File: config.mk
export PLATFORM = sky130hd
export DESIGN_NAME = fetch_stage
export DESIGN_NICKNAME = d
export VERILOG_FILES = /design/src/rtl/fetch_stage.sv
export SDC_FILE = /design/constraint.sdc
export NUM_CORES = 1
export LEC_CHECK = 0
export CAP_MARGIN = 20
export CORE_ASPECT_RATIO = 0.6
export CORE_MARGIN = 4
export CORE_UTILIZATION = 37
export CTS_BUF_LIST = sky130_fd_sc_hd__clkbuf_4 sky130_fd_sc_hd__clkbuf_8
export DETAILED_ROUTE_END_ITERATION = 8
export REMOVE_ABC_BUFFERS = 1
export SKIP_LAST_GASP = 1
export SLEW_MARGIN = 20
export SYNTH_ARGS = -nofsm -noshare
export SYNTH_HDL_FRONTEND = slang
export SYNTH_SLANG_ARGS = --single-unit
export TNS_END_PERCENT = 50
File: constraint.sdc
create_clock -name clk -period 3.65 [get_ports clk]
set_input_delay 0.365 -clock clk [delete_from_list [all_inputs] [get_ports clk]]
set_output_delay 0.365 -clock clk [all_outputs]
set_load 0.05 [all_outputs]
File: src/rtl/fetch_stage.sv
// Instruction-fetch stage with IF/ID register: owns the PC, keeps one fetch in flight,
// parks a response that lands during a stall, and drops fetches made stale by a redirect.
// state | meaning
// IDLE  | no request outstanding
// WAIT  | one request outstanding, response wanted
// DROP  | one request outstanding, response to be discarded
module fetch_stage #(
  parameter logic [31:0] RESET_PC = 32'h0000_0000,
  parameter logic [31:0] NOP_INST = 32'h0000_0013
) (
  input  logic        clk,
  input  logic        rst,
  input  logic        stall_i,
  input  logic        if_id_flush_i,
  input  logic        redirect_valid_i,
  input  logic [31:0] redirect_pc_i,
  output logic        imem_req_o,
  output logic [31:0] imem_addr_o,
  input  logic        imem_ready_i,
  input  logic        imem_rvalid_i,
  input  logic [31:0] imem_rdata_i,
  output logic        id_valid_o,
  output logic [31:0] id_pc_o,
  output logic [31:0] id_pc4_o,
  output logic [31:0] id_inst_o
);

  typedef enum logic [1:0] {S_IDLE, S_WAIT, S_DROP} state_e;

  state_e      state_q, state_d;
  logic [31:0] pc_q, pc_d;
  logic [31:0] req_pc_q, req_pc_d;
  logic        buf_valid_q, buf_valid_d;
  logic [31:0] buf_pc_q, buf_pc_d;
  logic [31:0] buf_inst_q, buf_inst_d;
  logic        id_valid_q, id_valid_d;
  logic [31:0] id_pc_q, id_pc_d;
  logic [31:0] id_inst_q, id_inst_d;

  logic [31:0] redirect_pc_al;
  logic        capture, to_buf, consume, drain, buf_free, accept;

  assign redirect_pc_al = redirect_pc_i & ~32'h0000_0003;

  always_ff @(posedge clk) begin
    if (rst) state_q <= S_IDLE;
    else     state_q <= state_d;
  end

  always_comb begin
    state_d = state_q;
    case (state_q)
      S_IDLE: if (accept) state_d = S_WAIT;
      S_WAIT: begin
        if (imem_rvalid_i)         state_d = accept ? S_WAIT : S_IDLE;
        else if (redirect_valid_i) state_d = S_DROP;
      end
      S_DROP: if (imem_rvalid_i) state_d = accept ? S_WAIT : S_IDLE;
      default: state_d = S_IDLE;
    endcase
  end

  // A buffer being drained or cleared this cycle counts as free, so fetch continues without a gap.
  always_comb begin
    capture     = (state_q == S_WAIT) && imem_rvalid_i && !redirect_valid_i;
    to_buf      = capture && stall_i && !if_id_flush_i;
    consume     = capture && !to_buf;
    drain       = buf_valid_q && !stall_i && !if_id_flush_i;
    buf_free    = !buf_valid_q || drain || redirect_valid_i;
    imem_req_o  = !rst && buf_free && ((state_q == S_IDLE) || (imem_rvalid_i && !to_buf));
    imem_addr_o = redirect_valid_i ? redirect_pc_al : pc_q;
    accept      = imem_req_o && imem_ready_i;
  end

  always_comb begin
    pc_d       = pc_q;
    req_pc_d   = req_pc_q;
    buf_valid_d = buf_valid_q;
    buf_pc_d   = buf_pc_q;
    buf_inst_d = buf_inst_q;
    id_valid_d = id_valid_q;
    id_pc_d    = id_pc_q;
    id_inst_d  = id_inst_q;

    if (accept) begin
      pc_d     = imem_addr_o + 32'd4;
      req_pc_d = imem_addr_o;
    end else if (redirect_valid_i) begin
      pc_d = redirect_pc_al;
    end

    if (redirect_valid_i || drain) begin
      buf_valid_d = 1'b0;
    end else if (to_buf) begin
      buf_valid_d = 1'b1;
      buf_pc_d    = req_pc_q;
      buf_inst_d  = imem_rdata_i;
    end

    if (if_id_flush_i) begin
      id_valid_d = 1'b0;
      id_inst_d  = NOP_INST;
    end else if (!stall_i) begin
      if (buf_valid_q) begin
        id_valid_d = 1'b1;
        id_pc_d    = buf_pc_q;
        id_inst_d  = buf_inst_q;
      end else if (consume) begin
        id_valid_d = 1'b1;
        id_pc_d    = req_pc_q;
        id_inst_d  = imem_rdata_i;
      end else begin
        id_valid_d = 1'b0;
        id_inst_d  = NOP_INST;
      end
    end
  end

  always_ff @(posedge clk) begin
    if (rst) begin
      pc_q        <= RESET_PC;
      req_pc_q    <= RESET_PC;
      buf_valid_q <= 1'b0;
      buf_pc_q    <= 32'h0;
      buf_inst_q  <= NOP_INST;
      id_valid_q  <= 1'b0;
      id_pc_q     <= 32'h0;
      id_inst_q   <= NOP_INST;
    end else begin
      pc_q        <= pc_d;
      req_pc_q    <= req_pc_d;
      buf_valid_q <= buf_valid_d;
      buf_pc_q    <= buf_pc_d;
      buf_inst_q  <= buf_inst_d;
      id_valid_q  <= id_valid_d;
      id_pc_q     <= id_pc_d;
      id_inst_q   <= id_inst_d;
    end
  end

  assign id_valid_o = id_valid_q;
  assign id_pc_o    = id_pc_q;
  assign id_pc4_o   = id_pc_q + 32'd4;
  assign id_inst_o  = id_inst_q;

endmodule
==> results of run 1 <==
==> cell usage in the layout (no fill, tap or decap), types with 5 or more instances in the layout <==
cell type and count:
nor2_1 144, xor2_1 7, a211oi_1 55, mux2i_1 84, buf_4 29, nand4_1 13
and2_1 7, clkdlybuf4s50_1 182, mux2_2 12, clkbuf_8 19, o21ai_0 5, nor3_1 27
inv_1 28, a21oi_1 107, bufinv_16 5, and3_1 16, xnor2_1 27, and4_1 6
dfxtp_1 195, nand2_1 177, nand3_1 28, nor2b_1 6, nor4_1 7
==> stage by stage <==
step	worst slack [ns]	instance area [um^2]	instances	hold WS (ns)
6_report	0.311	11700	1574	0.172
5_1_grt	0.101	11700	1574	0.141
4_1_cts	0.0786	11700	1574	0.134
3_5_place_dp	0.633	11200	1542	0.446
3_3_place_gp	0.646	11200	1542	0.441
2_1_floorplan	-1.77	8670	1010	0.430
==> per-layer routing <==
| metal | part of all wire | track usage | up-vias |
|---|---|---|---|
| met4 | 0.010 | 0.0414 | 0 |
| met2 | 0.41 | 0.288 | 184 |
| met1 | 0.52 | 0.295 | 3741 |
| met5 | 0 | 0 | - |
| li1 | - | - | 4059 |
| met3 | 0.061 | 0.0491 | 16 |
==> registers in the layout, summed over array words and instances, names as in the netlist <==
register	flops
buf_inst_q	32
id_valid_o	1
pc_q	32
id_pc_o	32
req_pc_q	32
buf_pc_q	32
buf_valid_q	1
state_q	2
id_inst_o	32
==> timing repair <==
item                       4_1_cts  5_1_grt
gates resized for setup          0        1
setup endpoints to repair        0        1
hold buffers                     0        0
==> worst max-delay path: cells and delay by family, from the launching register on <==
family | cells | cell delay, ns
flops | 1 | 0.45
xor+xnor | 1 | 0.17
simple gates | 4 | 1.66
buf+inv | 1 | 0.22
==> cells by family (layout without fill, tap and decap cells) <==
| logic type | Yosys count | in the layout |
|---|---|---|
| XOR/XNOR | 34 | 34 |
| buffers and inverters | 108 | 278 |
| AND/OR/NAND/NOR | 453 | 453 |
| adder cells (fa/ha/maj) | 3 | 3 |
| multiplexers | 96 | 96 |
| AO/OA/AOI/OAI | 199 | 199 |
| flip-flops | 196 | 196 |
==> layout make-up <==
cell class	instances	area, um^2
Fill cell	2280	11900
Multi-Input combinational cell	785	4660
Sequential cell	196	3930
Timing Repair Buffer	217	2140
Tap cell	315	394
Clock buffer	20	269
Clock inverter	12	200
Inverter	29	109
==> power groups by stage <==
stage | Clock, mW | Sequential, mW | Combinational [mW]
2_1_floorplan | 0 | 2.28 | 0.306
3_3_place_gp | 0 | 2.28 | 0.596
3_5_place_dp | 0 | 2.28 | 0.601
4_1_cts | 1.71 | 2.23 | 0.603
5_1_grt | 1.80 | 2.24 | 0.645
6_report | 1.66 | 2.23 | 0.599
==> how the worst max path moves through the flow <==
stage | startpoint | end | cells past startpoint
CTS | id_pc_o[2] | id_pc4_o[20] | 7
floorplan | buf_valid_q | id_pc_o[0] | 4
global placement | id_pc_o[2] | id_pc4_o[20] | 7
global route | id_pc_o[4] | id_pc4_o[25] | 6
detailed placement | id_pc_o[2] | id_pc4_o[20] | 7
finish | id_pc_o[4] | id_pc4_o[25] | 6
==> summary.md, run 1 <==
| Metric | Value |
|---|---|
| Post-DP HPWL | 19000 um |
| First-pass GRT wire length | 42400 um |
| Post-Synth Simple-Gate Area | 0.229 |
| Worst Hold Class | in2reg |
| Area of the core | 23600 um^2 |
| Critical path cell sequence | nand3_1 -> nor4_1 -> and3_1 -> and3_1 -> xor2_1 -> buf_4 |
| RR Endpoint | pc_q[30] |
| Slowest stage delay, CP | 0.62 ns |
| Final core utilization | 0.497 |
| Vias/cell | about 5.1 |
| Crit Reg-Reg Startpoint | pc_q[3] |
| WHS Endpoint | buf_valid_q |
| Post-synth ARST share | 0 |
| Fin nets | 1319 |
| Main synth FF type | dfxtp_1 |
| Die Height | 129 um |
| CTS tree | done |
| RSZ-0062 raised after global routing | false |
| Largest family of logic cells by synthesized area | simple AND/OR/NAND/NOR gates |
| Net Sw Frac | 0.270 |
| Fin crit share | 0.915 |
| Pin count of the biggest net entering global routing | 75 |
| Min cycle time layout | 3.34 ns |
| Mapped Area | 9040 um^2 |
| CP startpoint kind | flop |
| Number of I/O port buffers | 198 |
| Total track usage | 0.197 |
| Hold Crit Start | rst |
| Initial antenna violation count | 0 |
| Area contributors post-synth | dfxtp_1 (43%), mux2i_1 (9.3%), nand2_1 (7.3%), nor2_1 (6.0%), a21oi_1 (5.9%) |
| Relative slew margins | 0.375 |
| Max_cap viols | 0 |
| Sequential share of power | 0.496 |
| Peak Freq | 300 MHz |
| Slew Viols, Final | 0 |
| Max VDD drop | approximately 0.23 mV |
| Crit path arrival time | 2.97 ns |
| Post-CTS setup buffers | 0 |
| Layout cells sized above 1 | 0.0770 |
| Yosys top cell area share | 0.434 |
| Hold Fails Final Rpt | 0 |
| Hold Crit Depth | 2 |
| Synth area leader | dfxtp_1 |
| Crit path max-delay cell type | and3_1 |
| Die W | 210 um |
| CTS clock-pin slew for the worst setup and hold paths | 0.11 ns |
| Pwr Total | around 4.5 mW |
| PwrDens | roughly 380 nW/um^2 |
| Crit. End Element | output port |
| WL/cell | 17.2 um |
| Status | complete, no violations |
| Multiplexer share of the synthesized area | 0.108 |
| CTS max path bufs | 2 |
| Final setup vio count | 0 |
| Final RePlAce weighted congestion | 0.821 |
| Mean Syn Cell Area | 8.30 um^2 |
| Total CTS buffers | 17 |
| Combinational share of power | 0.133 |
| Synth Register Bits | 196 |
| Final setup skew | 0.0157 ns |
| WP data required | 3.28 ns |
| Starting DRT DRC Count | 421 |
| Clock share of power | 0.370 |
| Io pins | 201 |
| Worst Setup Path Type | reg2out |
| DRC Markers | 0 |
| Vias in the first global route | roughly 7600 |
| Grt ovf | 0 |
| Row cnt | between 40 and 50 |
| Worst slew pin tran | 0.929 ns |
| Compound-gate portion of the synthesized area | 0.139 |
| Power Internal | 3.28 mW |
| Most common cell on crit path | and3_1 |
| Yosys cell types | 58 |
| Commonest cells in the netlist | dfxtp_1 (196), nand2_1 (177), nor2_1 (144) |
| Full die area | 27100 um^2 |
| Starting density of the core | 0.384 |
| Reg2reg setup slack | 1.37 ns |
| Switching power | about 1.2 mW |
| Antenna-violating nets left | 0 |
| Xor/xnor share of the synthesized area | 0.0329 |
| WL final | about 27000 um |
| EDFF count, synth | 0 |
| Leak pwr | 4.12 nW |
| Area added between synthesis and finish | 29.4% |
| Synth warn | 0 |
| H-tree levels | 4 |
| Vias | 8000 |
| Cells after Synth | 1089 |
| Most numerous cell in the Yosys netlist | dfxtp_1 |
| CTS Sinks | 196 |
| Setup TNS | 0 ns |
| Antenna diode count | 0 |
| Post-Synth Adder-Cell Area | 0.00387 |
| Worst-skew pair later-pin latency | 0.48 ns |
| CP max FO | 7 |
| CTS Root Cell | clkbuf_8 |
| Reg2reg path depth | 8 |
| Pre-antenna DRT Iters | 5 |
| Register area share after synthesis | 0.434 |
Note: power is estimated with default switching activity, not from simulation.
==> run 2: changes to the inputs <==
Settings changed: CORE_UTILIZATION 37 to 50, PLACE_DENSITY from default to 0.79.
==> run 2 against run 1 <==
Against the previous run: combinational power fell by 1%; worst hold slack improved by 0.19 ns; cell count fell by 5.1%; total power fell by 5.6%; fmax fell by 5.7%; clock-buffer cell count fell by 2; largest power group unchanged.
==> summary.md, run 2 (synthesized netlist as in run 1, its figures left out) <==
| Metric | Value |
|---|---|
| Vias in the first global route | approximately 7600 |
| Pin count of the biggest net entering global routing | 67 |
| Pre-antenna DRT Iters | 5 |
| PwrDens | ~370 nW/um^2 |
| Max VDD drop | around 0.18 mV |
| RSZ-0062 raised after global routing | false |
| Slew Viols, Final | 0 |
| Crit. End Element | output port |
| Worst slew pin tran | 0.849 ns |
| Max_cap viols | 0 |
| First-pass GRT wire length | 39500 um |
| Relative slew margins | 0.434 |
| Full die area | around 20000 um^2 |
| Most frequent cells in the layout | dfxtp_1 (195), clkdlybuf4s50_1 (184), nand2_1 (177) |
| Die Height | about 110 um |
| WL/cell | 16.6 um |
| Fin crit share | 0.970 |
| CTS Root Cell | clkbuf_8 |
| H-tree levels | 4 |
| CP startpoint kind | flop |
| Crit path arrival time | 3.17 ns |
| Area added between synthesis and finish | 27.5% |
| Total track usage | 0.234 |
| Final setup vio count | 0 |
| Critical path cell sequence | ha_1 -> nand2_1 -> nor3_1 -> buf_4 -> and3_1 -> nand2_1 -> xnor2_1 -> clkdlybuf4s50_1 |
| Leak pwr | 4.06 nW |
| CTS clock-pin slew for the worst setup and hold paths | 0.11 ns |
| Final setup skew | about 0.020 ns |
| Post-CTS setup buffers | 0 |
| Layout cells sized above 1 | 0.0770 |
| Peak Freq | 283 MHz |
| Starting DRT DRC Count | 541 |
| Starting density of the core | 0.518 |
| Row cnt | 37 |
| Slowest stage delay, CP | 0.83 ns |
| Initial antenna violation count | 0 |
| Worst-skew pair later-pin latency | 0.46 ns |
| Fin nets | around 1300 |
| Vias | 8163 |
| CTS max path bufs | 2 |
| Post-DP HPWL | 17300 um |
| Io pins | between 200 and 250 |
| Most common cell on crit path | nand2_1 |
| DRC Markers | 0 |
| Total CTS buffers | 17 |
| Worst Setup Path Type | reg2out |
| CP max FO | 6 |
| WP data required | 3.28 ns |
| Number of I/O port buffers | approximately 200 |
| Most common cell after layout, fill and taps aside | dfxtp_1 |
| Crit path max-delay cell type | clkdlybuf4s50_1 |
| Hold_ws | 0.363 ns |
| WL final | 24700 um |
| Hold Fails Final Rpt | 0 |
| Status | complete, no violations |
| Vias/cell | 5.47 |
| Die W | around 180 um |
| Final core utilization | 0.660 |
| Min cycle time layout | 3.54 ns |
| CTS tree | done |
| Hold-fix buffers, CTS | 0 |
| Area of the core | 17500 um^2 |
| Grt ovf | 0 |
| Final RePlAce weighted congestion | between 0.8 and 0.9 |
| Antenna diode count | 0 |
| Post-CTS sizing | 1 |
| Antenna-violating nets left | 0 |
| Worst Hold Class | in2reg |
| CTS Sinks | 196 |
## run 2: path summary, 6_finish.rpt
path                   to         from  slack, ns  depth (start not counted)
max          id_pc4_o[20]   id_pc_o[2]       0.11                          8
min          buf_pc_q[25]          rst       0.36                          2
max reg2reg      pc_q[27]   state_q[1]       1.30                          6
min reg2reg   buf_pc_q[6]  req_pc_q[6]       0.46                          2
## run 2: critical path, delay by kind of cell, from the launching register on
family,cells,cell delay (ns)
adders and majority gates,1,0.24
DFF,1,0.43
and+or+nand+nor,4,0.88
xor gates and xnor gates,1,0.17
buffers and inverters,2,1.01
## run 2: final cells by class
cell class	count	area [um^2]
clock buffer	18	248
tap	234	293
fill	1504	5930
sequential	196	3930
timing repair buffer	218	2140
inverter	29	109
clock inverter	13	146
multi-input combinational	785	4660
## run 2: metal layers
layer | vias up | routed length (um) | GRT usage
met1 | 3817 | 12400 | 0.354
met3 | 22 | 1790 | 0.0531
met4 | 0 | 291 | 0.0580
li1 | 4062 | - | -
met5 | - | 0 | 0
met2 | 262 | 10200 | 0.339
## run 2: metrics by stage
| stage | TNS, ns | setup WS [ns] | std cells | power [mW] | area [um^2] |
|---|---|---|---|---|---|
| 5_1_grt | 0 | 0.00141 | 1493 | 4.38 | 11500 |
| 4_1_cts | 0 | 0.0810 | 1493 | 4.26 | 11500 |
| 2_1_floorplan | -75.43 | -1.77 | 1010 | 2.59 | 8670 |
| 3_5_place_dp | 0 | 0.451 | 1462 | 2.87 | 11100 |
| 6_report | 0 | 0.111 | 1493 | 4.24 | 11500 |
| 3_3_place_gp | 0 | 0.509 | 1462 | 2.86 | 11100 |
## run 2: report_power, final
part	leakage (nW)	switching (mW)	internal, mW
logic	2.28	0.363	0.231
registers	1.59	0.0400	2.19
clock network	0.190	0.836	0.581
